File: src/rtl/xc_malu_issue.sv
// xc_malu_issue: accepts one multiply/divide request at a time, decodes it into
// one or two MALU micro-ops, issues them with a valid/ready handshake and
// returns the final MALU result (or an error for illegal encodings).
module xc_malu_issue (
  input  logic        clock,
  input  logic        reset,
  // request side
  input  logic        req_valid,
  output logic        req_ready,
  input  logic [2:0]  req_op,
  input  logic        req_lh_sign,
  input  logic        req_rh_sign,
  input  logic        req_carryless,
  input  logic [2:0]  req_pw,
  input  logic [31:0] req_rs1,
  input  logic [31:0] req_rs2,
  input  logic [31:0] req_rs3,
  // MALU side
  output logic        m_valid,
  input  logic        m_ready,
  output logic        m_flush,
  output logic [31:0] m_rs1,
  output logic [31:0] m_rs2,
  output logic [31:0] m_rs3,
  output logic        m_uop_div,
  output logic        m_uop_rem,
  output logic        m_uop_mul,
  output logic        m_uop_pmul,
  output logic        m_uop_madd,
  output logic        m_uop_msub_1,
  output logic        m_uop_msub_2,
  output logic        m_uop_macc_1,
  output logic        m_uop_macc_2,
  output logic        m_mod_lh_sign,
  output logic        m_mod_rh_sign,
  output logic        m_mod_carryless,
  output logic        m_pw_32,
  output logic        m_pw_16,
  output logic        m_pw_8,
  output logic        m_pw_4,
  output logic        m_pw_2,
  input  logic [63:0] m_result,
  // response side
  output logic        rsp_valid,
  input  logic        rsp_ready,
  output logic [63:0] rsp_result,
  output logic        rsp_error
);

  typedef enum logic [1:0] {IDLE, ISSUE1, ISSUE2, RESP} state_t;

  localparam logic [2:0] OP_DIV  = 3'd0;
  localparam logic [2:0] OP_REM  = 3'd1;
  localparam logic [2:0] OP_MUL  = 3'd2;
  localparam logic [2:0] OP_PMUL = 3'd3;
  localparam logic [2:0] OP_MADD = 3'd4;
  localparam logic [2:0] OP_MSUB = 3'd5;
  localparam logic [2:0] OP_MACC = 3'd6;
  localparam logic [2:0] OP_ILL  = 3'd7;

  // uop vector bit order: {div,rem,mul,pmul,madd,msub_1,msub_2,macc_1,macc_2}
  localparam int U_DIV = 8, U_REM = 7, U_MUL = 6, U_PMUL = 5, U_MADD = 4;
  localparam int U_MSUB1 = 3, U_MSUB2 = 2, U_MACC1 = 1, U_MACC2 = 0;

  state_t      state;
  logic [8:0]  uop_q;
  logic [8:0]  uop2_q;   // second uop for two-step ops, zero otherwise
  logic [2:0]  mod_q;    // {lh_sign, rh_sign, carryless}
  logic [4:0]  pw_q;     // {32,16,8,4,2}

  logic        d_illegal;
  logic        d_cl, d_lh, d_rh;
  logic [4:0]  d_pw;
  logic [8:0]  d_uop1, d_uop2;
  logic        last_hs;

  assign req_ready = (state == IDLE) && !reset;
  assign m_flush   = m_valid & m_ready;

  assign {m_uop_div, m_uop_rem, m_uop_mul, m_uop_pmul, m_uop_madd,
          m_uop_msub_1, m_uop_msub_2, m_uop_macc_1, m_uop_macc_2} = uop_q;
  assign {m_mod_lh_sign, m_mod_rh_sign, m_mod_carryless} = mod_q;
  assign {m_pw_32, m_pw_16, m_pw_8, m_pw_4, m_pw_2} = pw_q;

  // Decode the incoming request into uops, modifiers and width.
  always_comb begin
    d_illegal = (req_op == OP_ILL) || (req_pw > 3'd4) ||
                ((req_op == OP_PMUL) && (req_pw == 3'd0));
    // carryless only means something for the multiply family
    d_cl = req_carryless && ((req_op == OP_MUL) || (req_op == OP_PMUL));
    d_lh = req_lh_sign && !d_cl;
    // div/rem have a single signedness, taken from the lh flag
    d_rh = ((req_op == OP_DIV) || (req_op == OP_REM)) ? (req_lh_sign && !d_cl)
                                                      : (req_rh_sign && !d_cl);
    d_pw = (req_op == OP_PMUL) ? (5'b10000 >> req_pw) : 5'b10000;
    d_uop1 = '0;
    d_uop2 = '0;
    case (req_op)
      OP_DIV:  d_uop1[U_DIV]  = 1'b1;
      OP_REM:  d_uop1[U_REM]  = 1'b1;
      OP_MUL:  d_uop1[U_MUL]  = 1'b1;
      OP_PMUL: d_uop1[U_PMUL] = 1'b1;
      OP_MADD: d_uop1[U_MADD] = 1'b1;
      OP_MSUB: begin d_uop1[U_MSUB1] = 1'b1; d_uop2[U_MSUB2] = 1'b1; end
      OP_MACC: begin d_uop1[U_MACC1] = 1'b1; d_uop2[U_MACC2] = 1'b1; end
      default: ;
    endcase
  end

  // Final MALU handshake of the current operation.
  always_comb begin
    last_hs = m_ready && (((state == ISSUE1) && (uop2_q == '0)) || (state == ISSUE2));
  end

  // Issue FSM with registered MALU and response outputs.
  always_ff @(posedge clock) begin
    if (reset) begin
      state      <= IDLE;
      m_valid    <= 1'b0;
      m_rs1      <= '0;
      m_rs2      <= '0;
      m_rs3      <= '0;
      uop_q      <= '0;
      uop2_q     <= '0;
      mod_q      <= '0;
      pw_q       <= '0;
      rsp_valid  <= 1'b0;
      rsp_result <= '0;
      rsp_error  <= 1'b0;
    end else begin
      case (state)
        IDLE: begin
          if (req_valid) begin
            if (d_illegal) begin
              state      <= RESP;
              rsp_valid  <= 1'b1;
              rsp_result <= '0;
              rsp_error  <= 1'b1;
            end else begin
              state   <= ISSUE1;
              m_valid <= 1'b1;
              m_rs1   <= req_rs1;
              m_rs2   <= req_rs2;
              m_rs3   <= req_rs3;
              uop_q   <= d_uop1;
              uop2_q  <= d_uop2;
              mod_q   <= {d_lh, d_rh, d_cl};
              pw_q    <= d_pw;
            end
          end
        end
        ISSUE1, ISSUE2: begin
          if (last_hs) begin
            state      <= RESP;
            m_valid    <= 1'b0;
            uop_q      <= '0;
            mod_q      <= '0;
            pw_q       <= '0;
            rsp_valid  <= 1'b1;
            rsp_result <= m_result;
            rsp_error  <= 1'b0;
          end else if (m_ready) begin
            // first half of msub/macc done; its result is not kept
            state <= ISSUE2;
            uop_q <= uop2_q;
          end
        end
        RESP: begin
          if (rsp_ready) begin
            state     <= IDLE;
            rsp_valid <= 1'b0;
          end
        end
        default: state <= IDLE;
      endcase
    end
  end

endmodule

File: config.mk
export PLATFORM = sky130hd
export DESIGN_NAME = xc_malu_issue
export DESIGN_NICKNAME = d
export VERILOG_FILES = /design/src/rtl/xc_malu_issue.sv
export SDC_FILE = /design/constraint.sdc
export NUM_CORES = 1
export LEC_CHECK = 0
export CELL_PAD_IN_SITES_DETAIL_PLACEMENT = 1
export CELL_PAD_IN_SITES_GLOBAL_PLACEMENT = 2
export CORE_ASPECT_RATIO = 0.6
export CORE_MARGIN = 2
export CORE_UTILIZATION = 23
export CTS_CLUSTER_SIZE = 40
export DETAILED_ROUTE_END_ITERATION = 12
export MAX_ROUTING_LAYER = met4
export PLACE_DENSITY = 0.86
export SETUP_SLACK_MARGIN = 0.5
export SKIP_CTS_REPAIR_TIMING = 1
export SYNTH_ARGS = -nofsm -noshare
export SYNTH_HDL_FRONTEND = slang
export SYNTH_SLANG_ARGS = --single-unit
File: constraint.sdc
create_clock -name clock -period 2.2 [get_ports clock]
set_input_delay 0.44 -clock clock [delete_from_list [all_inputs] [get_ports clock]]
set_output_delay 0.44 -clock clock [all_outputs]
set_load 0.02 [all_outputs]
==> impl_metrics.py <==
metrics = {
    "clock_network": {
        "cts_made_buffers": 17,
        "clockBufferDepth": 2,
        "clk-insertion-delay-late_ps": 440,
        "clk_pin_slew_worst_paths_ps": 70,
        "cts_tree": "built",
        "cts_sinks": 184,
        "cts_max_level": 4,
        "cts_root_buffer": "clkbuf_16",
    },
    "floorplan": {
        "die_w_um": 238,
        "std_cell_rows": 51,
        "die_h_um": 145,
        "dieArea_um2": 34500,
        "io_pins": 356,
        "initial_core_util_pct": 23.4,
        "coreArea_um2": 32500,
    },
    "logic_synthesis": {
        "yosysSeqAreaShare_pct": 48.6,
        "synth-seq-cells": 184,
        "yosysWarnings": 0,
        "syn_nets": 1063,
        "synth_cell_types": 51,
        "synthTopCellsByCount": "dfxtp_1, nand3_1, a21oi_1, nand2_1, o21ai_0",
        "netlist_area_um2": 7580,
        "synth-edff-count": 0,
        "yosysMostFrequentCell": "dfxtp_1",
        "synth_top_area_share_pct": 48.6,
        "synth_area_per_cell_um2": 8.57,
        "yosys-top-cells-area": "dfxtp_1, nand3_1, mux2i_1, a21oi_1, o21ai_0",
        "synth_flop_cell": "dfxtp_1",
        "yosys.area.top_type": "dfxtp_1",
        "async_reset_ff_share_pct": 0,
        "synthCells": 885,
    },
    "worst_hold_path": {
        "hold_class": "input pin to flop",
    },
    "cells_and_area": {
        "area_growth_pct": 78.9,
        "diodes": 0,
        "design_area_um2": 13600,
        "drive_gt1_share_pct": 12.5,
        "finalNetCount": 1423,
        "finalCoreUtilization_pct": 41.8,
        "n_fill_cell": 3657,
        "fin_cells": 1680,
    },
    "detailed_routing": {
        "drt-vias-per-instance": 4.80,
        "drtIter0Drc": 345,
        "routed-via-count": 8071,
        "drtPass1Iterations": 4,
        "wirelength_um": 33700,
        "drc": 0,
        "routedWlPerCell_um": 20.0,
        "postRouteAntennaNets": 0,
    },
    "sta": {
        "fmax_mhz": 519,
        "finalCritPeriodShare_pct": 87.6,
        "maxSlewHeadroom_pct": 66.0,
        "post-route-min-period_ps": 1930,
        "rsz0062_at_grt": "true",
        "worst_slew_pin_slew_ps": 510,
        "maxSlewViolCount": 0,
        "setup_viol": 0,
        "hold_viol": 0,
        "clock_skew_ps": 7.09,
    },
    "power_and_ir_drop": {
        "ir_drop_mv": 0.579,
        "p_per_area_nw_per_um2": 1160,
        "p_leak_uw": 0.00785,
    },
    "global_route": {
        "grt_overflow": 0,
        "grt_pass1_wl_um": 45900,
        "grt_pass1_vias": 7894,
        "antenna_found_initial": 2,
        "grtUsageTotal_pct": 17.8,
        "grt_start_max_net_pins": 104,
    },
    "critical_path": {
        "critical_path.cell_chain": "inv_4 > ha_4 > buf_4 > a221oi_4 > buf_12 > buf_16 > clkbuf_16 > mux2i_1",
        "crit_type": "flop to flop",
        "worst_setup_path_start_kind": "flop",
        "critPathMaxFanout": 6,
        "cp_data_required_time_ps": 2570,
        "cp_slowest_cell": "dfxtp_4",
        "max_stage_delay_ps": 390,
        "cp_data_arrival_time_ps": 2300,
        "worstSetupEndpointType": "flop",
    },
    "place": {
        "place_inst": 1626,
        "placed_cell_area_um2": 12000,
        "io_buffers": 355,
        "place_congestion": 0.770,
        "dp_hpwl_um": 21800,
    },
    "status": {
        "outcome": "completed",
    },
    "run": {
        "cap_violations": 0,
    },
}
## registers in the layout (all words and copies together), names as in the netlist, 2 cells and up
signal	count
rsp_result	64
m_rs1	32
m_rs2	32
m_rs3	32
uop_q	9
pw_q	5
mod_q	3
state	2
uop2_q	2
## final timing paths
kind	cells after the start	endpoint	slack [ps]	startpoint
worst max-delay path	8	rsp_result[22]	270	state[0]
worst min-delay path	2	m_rs1[10]	330	reset
worst max register to register	8	rsp_result[22]	270	state[0]
worst min register to register	2	rsp_result[5]	450	rsp_result[5]
## metal layers
layer	up-vias	wire length, um	global-route usage [%]
met4	0	490	4.51
met2	182	15400	27.3
met1	4003	16100	23.2
met3	37	1620	4.86
li1	3849	-	-
met5	-	0	-
## area by class of cell
| class | count | area (um^2) | area share, % |
|---|---|---|---|
| repair buffers | 430 | 5000 | 36.9 |
| multi-input cells | 599 | 3720 | 27.4 |
| flip-flops and latches | 184 | 3690 | 27.2 |
| well taps | 424 | 531 | 3.91 |
| clock buffers | 19 | 443 | 3.26 |
| clock inverters | 11 | 124 | 0.913 |
| inverters | 13 | 58.8 | 0.433 |
## power breakdown
| part | total (uW) | switching [uW] | internal, uW |
|---|---|---|---|
| Clock | 3120 | 1420 | 1690 |
| Sequential | 4230 | 300 | 3930 |
| Combinational | 8440 | 4620 | 3830 |
## cells in the final DEF (no fill, tap or decap), drive strengths merged, types with 4 or more instances in the layout
| master | count |
|---|---|
| dlymetal6s2s | 188 |
| dfxtp | 184 |
| clkdlybuf4s50 | 164 |
| nand3 | 162 |
| a21oi | 107 |
| o21ai | 102 |
| nand2 | 86 |
| mux2i | 72 |
| buf | 67 |
| clkbuf | 30 |
| inv | 15 |
| nor2 | 11 |
| o221ai | 5 |
| nor2b | 5 |
| o2111ai | 4 |
| clkinv | 4 |
| o32ai | 4 |
| ha | 4 |
## logic make-up after synthesis
logic type,count (synthesis),share of synthesized area [%]
and+or+nand+nor,283,17.7
AOI/OAI and AO/OA,238,17.6
DFF,184,48.6
buffers and inverters,102,5.67
muxes,74,9.80
adders and majority gates,4,0.660
## stage by stage
| step | setup WS (ps) | power (uW) | TNS [ps] | hold WS (ps) |
|---|---|---|---|---|
| 6_report | 272 | 15800 | 0 | 334 |
| 4_1_cts | -218 | 14500 | -239 | 293 |
| 3_3_place_gp | -198 | 11200 | -26330 | 441 |
| 3_5_place_dp | -314 | 11400 | -38680 | 451 |
| 2_1_floorplan | 410 | 8370 | 0 | 458 |
| 5_1_grt | 204 | 16600 | 0 | 327 |
## worst max-delay path, delay by kind of cell, from the launching register on
family / cells / cell delay [ps]
adder cells (fa/ha/maj): 1 / 260
flip-flops: 1 / 390
multiplexers: 1 / 190
buffers and inverters: 5 / 690
AO/OA/AOI/OAI: 1 / 310
Power figures use the tool's default switching activity.
==> edit 1 (config.mk and constraints unchanged) <==
The localparam `U_DIV` goes from 8 to 7.
--- a/src/rtl/xc_malu_issue.sv
+++ b/src/rtl/xc_malu_issue.sv
@@ -60,5 +60,5 @@
 
   // uop vector bit order: {div,rem,mul,pmul,madd,msub_1,msub_2,macc_1,macc_2}
-  localparam int U_DIV = 8, U_REM = 7, U_MUL = 6, U_PMUL = 5, U_MADD = 4;
+  localparam int U_DIV = 7, U_REM = 7, U_MUL = 6, U_PMUL = 5, U_MADD = 4;
   localparam int U_MSUB1 = 3, U_MSUB2 = 2, U_MACC1 = 1, U_MACC2 = 0;
 
Formal check against the unedited RTL: not equivalent (a bounded check fails within 4 cycles, from zero or initial values and one cycle with reset high).
==> edit 1 against the original RTL <==
Synthesized cell count fell by 1.2%. Die area rose by 1.3%. Wire length rose by 1.7%. Sequential cell count fell by 1. Area after synthesis rose by 1.3%. First-iteration DRC count fell by 27%. Combinational power fell by 2%. Clock skew rose by 5.8 ps. Fmax rose by 0.48%. Setup slack improved by 9.1 ps. Core utilization rose by 0.30 points. Power fell by 0.16%. Cell area rose by 1.3%. Critical path type unchanged. Critical endpoint is now rsp_result[33].
==> edit 1: results (changes against the original RTL) <==
stage,metric,value,unit,change
outcome,status,"finished, final reports clean",,
placement,I/O Buffers,354,,-0.28%
global_routing,global-route usage over all layers,0.1800,,+0.002299
synthesis,"Seq/Total Area, Yosys",0.4767,,-0.008931
route,total number of vias,8038,,-0.41%
global_routing,largest net degree at the start of global routing,101,,-2.9%
synthesis,"Distinct cells, synth",55,,+7.8%
layout,layout cells sized above 1,0.1326,,+0.007597
timing,Fin Clk Skew,12.85,ps,+5.759 ps
placement,GP Congestion,0.7578,,-1.5%
global_routing,first-pass GRT wire length,47540,um,+3.5%
route,initial drt markers,252,,-27%
cts,TritonCTS Buffers,17,,unchanged
power_and_ir_drop,Internal Pwr Total,9458,uW,about the same
global_routing,vias in the first global route,8181,,+3.6%
cts,"Clk pin slew, worst setup/hold paths",80,ps,
placement,DP HPWL,22030,um,+1.2%
synthesis,"Net Count, Synth",1052,,-1.0%
synthesis,Syn. warnings,0,,unchanged
timing,Slew headroom,0.5452,,-0.1151
worst_setup_path,CP Capture Point,rsp_result[33],,
worst_setup_path,R2R depth,7,,-1
synthesis,"top cells by count, synth","183 x dfxtp_1, 160 x nand3_1, 103 x a21oi_1, 91 x nand2_1, 77 x mux2i_1",,
worst_setup_path,CP max FO,17,,+11
placement,placed cell areas,12020,um2,+0.48%
worst_hold_path,Hold Crit Start,reset,,
synthesis,synth top area cells,"dfxtp_1 48%, nand3_1 10%, mux2i_1 10%, a21oi_1 6.7%, nand2_1 4.4%",,
power_and_ir_drop,maximum vdd drop,0.0007704,V,+33%
==> edit 1: changes by cell type in the layout (fill, tap and decap cells not counted), moves of 7 or more <==
| cell | unedited run | this run |
|---|---|---|
| o21ai_0 | 82 | 33 |
| o21ai_1 | 19 | 67 |
| nand3_1 | 151 | 158 |
| buf_4 | 41 | 55 |
| nand3_2 | 11 | 1 |
==> edit 1: final cells by class <==
| class | instances | area [um2] |
|---|---|---|
| sequential | 183 | 3669 |
| clock inverter | 12 | 168.9 |
| timing repair buffer | 450 | 5184 |
| antenna | 1 | 2.502 |
| tap | 450 | 563.0 |
| clock buffer | 18 | 429.2 |
| fill | 3675 | 18920 |
| inverter | 7 | 31.28 |
| multi-input combinational | 597 | 3701 |
==> edit 1: through the flow <==
step / setup TNS, ps / util / setup WS (ps) / instances
floorplan: 0 / - / 458.6 / 874
global placement: -3673 / 0.3680 / -86.97 / 1651
detailed placement: -6229 / 0.3680 / -180.0 / 1651
CTS: -310.4 / 0.3863 / -242.9 / 1681
global route: 0 / 0.4208 / 195.5 / 1718
finish: 0 / 0.4208 / 281.4 / 1718
==> edit 1: power groups by stage <==
stage	registers (uW)	clock network, uW	logic (uW)
6_report	4250	3250	8270
5_1_grt	4320	3500	8760
4_1_cts	4270	3370	7300
3_5_place_dp	4340	0	7260
3_3_place_gp	4310	0	7160
2_1_floorplan	5020	0	3640
==> edit 1: kinds of logic (layout without fill, tap and decap cells) <==
family	count (synthesis)	in the layout	synth area share
simple gates	280	280	0.1778
compound gates	233	233	0.1710
flops	183	183	0.4767
buf+inv	94	487	0.06431
mux	79	79	0.1032
fa+ha+maj	4	4	0.006513
other cells	1	2	0.0004880
==> edit 1: critical path, stage by stage (launching register included) <==
cell and delay, ps:
dfxtp_4 380, inv_4 40, ha_4 250, a21boi_4 160, a211oi_2 240, a21o_4 300
buf_12 210, mux2i_1 240
==> edit 1: how the worst min path moves through the flow <==
stage                          end  slack (ps)  cells after the start
finish                     m_valid         340                      2
global route               m_valid         320                      2
CTS                        m_valid         300                      2
detailed placement   rsp_result[6]         450                      2
global placement    rsp_result[35]         440                      2
floorplan                 state[1]         460                      2
==> edit 1: layer usage <==
| metal | GRT usage | wire length (um) |
|---|---|---|
| met3 | 0.05501 | 1978 |
| met2 | 0.2910 | 16490 |
| met4 | 0.03758 | 370 |
| met1 | 0.2208 | 15380 |
| met5 | - | 0 |
==> edit 2 (same flow settings) <==
Without the edit above. The 4 states of `state_t` get a one-hot encoding in 4 bits.
--- a/src/rtl/xc_malu_issue.sv
+++ b/src/rtl/xc_malu_issue.sv
@@ -48,5 +48,5 @@
 );
 
-  typedef enum logic [1:0] {IDLE, ISSUE1, ISSUE2, RESP} state_t;
+  typedef enum logic [3:0] {IDLE = 4'b0001, ISSUE1 = 4'b0010, ISSUE2 = 4'b0100, RESP = 4'b1000} state_t;
 
   localparam logic [2:0] OP_DIV  = 3'd0;
Formal check against the unedited RTL: same outputs for any inputs over 4 cycles, from zero or initial values and one cycle with reset high; so few cycles prove little.
==> edit 2 against the original RTL <==
Core utilization is 8.2 points higher. Wire length down 0.82%. Synthesized cell count fell by 20%. Area after synthesis decreased by 13%. Sequential cell count up 2. Cell area rose by 2.4%. Global-route usage is 0.14 points higher. Setup slack improved by 17 ps. Critical path type is now reg -> out. Largest cell class unchanged.
Power is not compared: it rests on default switching activity, and its combinational part moved more than twofold at a synthesized area within 25%.
==> edit 2: results (changes against the original RTL) <==
stage,metric,value,unit,change
timing,worst slew pin tran,667.3,ps,+157.7 ps
worst_hold_path,Min-Delay Path Depth,2,,unchanged
synthesis,"Seq/Total Area, Yosys",0.5672,,+0.08153
timing,Fin Clk Skew,11.13,ps,+4.035 ps
worst_setup_path,R2R depth,7,,-1
layout,layout cells sized above 1,0.3243,,+0.1993
global_routing,met1 Resource Use GR,0.2104,,-0.02113
worst_setup_path,CP max FO,2,,-4
placement,pre-CTS WS,-169.5,ps,+144.5 ps
route,DR vias/cell,4.692,,-2.3%
global_routing,vias in the first global route,6814,,-14%
timing,post-layout minimum cycle time,1911,ps,-17.19 ps
worst_setup_path,max incr delay on CP,630,ps,+240 ps
placement,GP Congestion,0.7470,,-2.9%
synthesis,synth top area cells,"dfxtp_1 57%, nand2_1 12%, a21oi_1 8.6%, a22o_1 8.5%, buf_6 3.6%",,
synthesis,"top cells by count, synth","203 x nand2_1, 186 x dfxtp_1, 113 x a21oi_1, 64 x a22o_1, 23 x clkbuf_1",,
worst_setup_path,crit path DAT,1470,ps,-830 ps
placement,placed cell areas,10700,um2,-11%
synthesis,"Distinct cells, synth",37,,-27%
global_routing,initial antenna violation count,3,,+1
worst_setup_path,RR Startpoint,state[1],,
worst_setup_path,reg2reg end,rsp_result[37],,
layout,Non-Filler Instances,1511,,-10%
global_routing,first-pass GRT wire length,39580,um,-14%
synthesis,Syn Area/Cell,9.273,um2,+8.2%
route,DR WL/cell,22.09,um,+10%
placement,dpl cells,1421,,-13%
route,initial drt markers,257,,-26%
layout,fillers,2954,,-19%
worst_hold_path,Worst Hold End,m_rs3[21],,
placement,I/O Buffers,355,,unchanged
global_routing,largest net degree at the start of global routing,65,,-38%
global_routing,global-route usage over all layers,0.1791,,+0.001415
outcome,status,"finished, final reports clean",,
worst_setup_path,slowest CP cell,clkdlybuf4s50_1,,
worst_setup_path,reg2reg setup slack,310,ps,+40 ps
synthesis,most frequent cell after synthesis,nand2_1,,
synthesis,"Net Count, Synth",882,,-17%
global_routing,met3 global-route usage,0.08007,,+0.03151
placement,DP HPWL,19500,um,-10%
==> edit 2: cell count changes after synthesis, moves of 5 or more <==
cell,change
o21ai_0,-66
nand2_1,+117
o221ai_1,-5
mux2i_1,-71
buf_6,+17
a22o_1,+64
o21ai_1,-19
buf_1,-12
a21oi_1,+7
a32o_1,+5
nand3_1,-153
inv_1,-8
clkbuf_1,-41
==> edit 2: layout make-up <==
cell class,instances,area share
inverters,4,0.001081
repair buffers,451,0.3857
multi-input cells,468,0.2682
diodes,3,0.0005405
clock inverters,15,0.01180
well taps,367,0.03306
flip-flops and latches,186,0.2690
clock buffers,17,0.03063
==> edit 2: cells by family after synthesis <==
logic type | synth area share
AOI/OAI and AO/OA | 0.2114
xor gates and xnor gates | 0.001334
buffers and inverters | 0.05851
DFF | 0.5672
muxes | 0.003240
and+or+nand+nor | 0.1584
==> edit 2: metal layers <==
metal / up-vias / wire length [um]
met2: 244 / 15870
met5: - / 0
met3: 33 / 2818
li1: 3303 / -
met4: 0 / 490
met1: 3510 / 14200
==> edit 2: worst max path at each step <==
stage                   start       endpoint  cells after the start
global route         state[1]      req_ready                      4
CTS                  state[0]      req_ready                      3
global placement    req_pw[0]  rsp_result[9]                      8
finish              m_rs2[15]      m_rs2[15]                      1
detailed placement  req_pw[0]  rsp_result[7]                      8
floorplan           req_op[2]       mod_q[0]                      5
==> edit 2: power breakdown <==
part	total [uW]	switching, uW	internal (uW)
Combinational	2580	1250	1320
Clock	3140	1540	1610
Sequential	3630	114	3520
==> edit 2: through the flow <==
step	utilization	hold slack (ps)	power (uW)
floorplan	-	448.7	4424
global placement	0.3846	440.4	5324
detailed placement	0.3846	445.9	5353
CTS	0.4058	285.4	8516
global route	0.4993	342.0	9729
finish	0.4993	342.8	9353
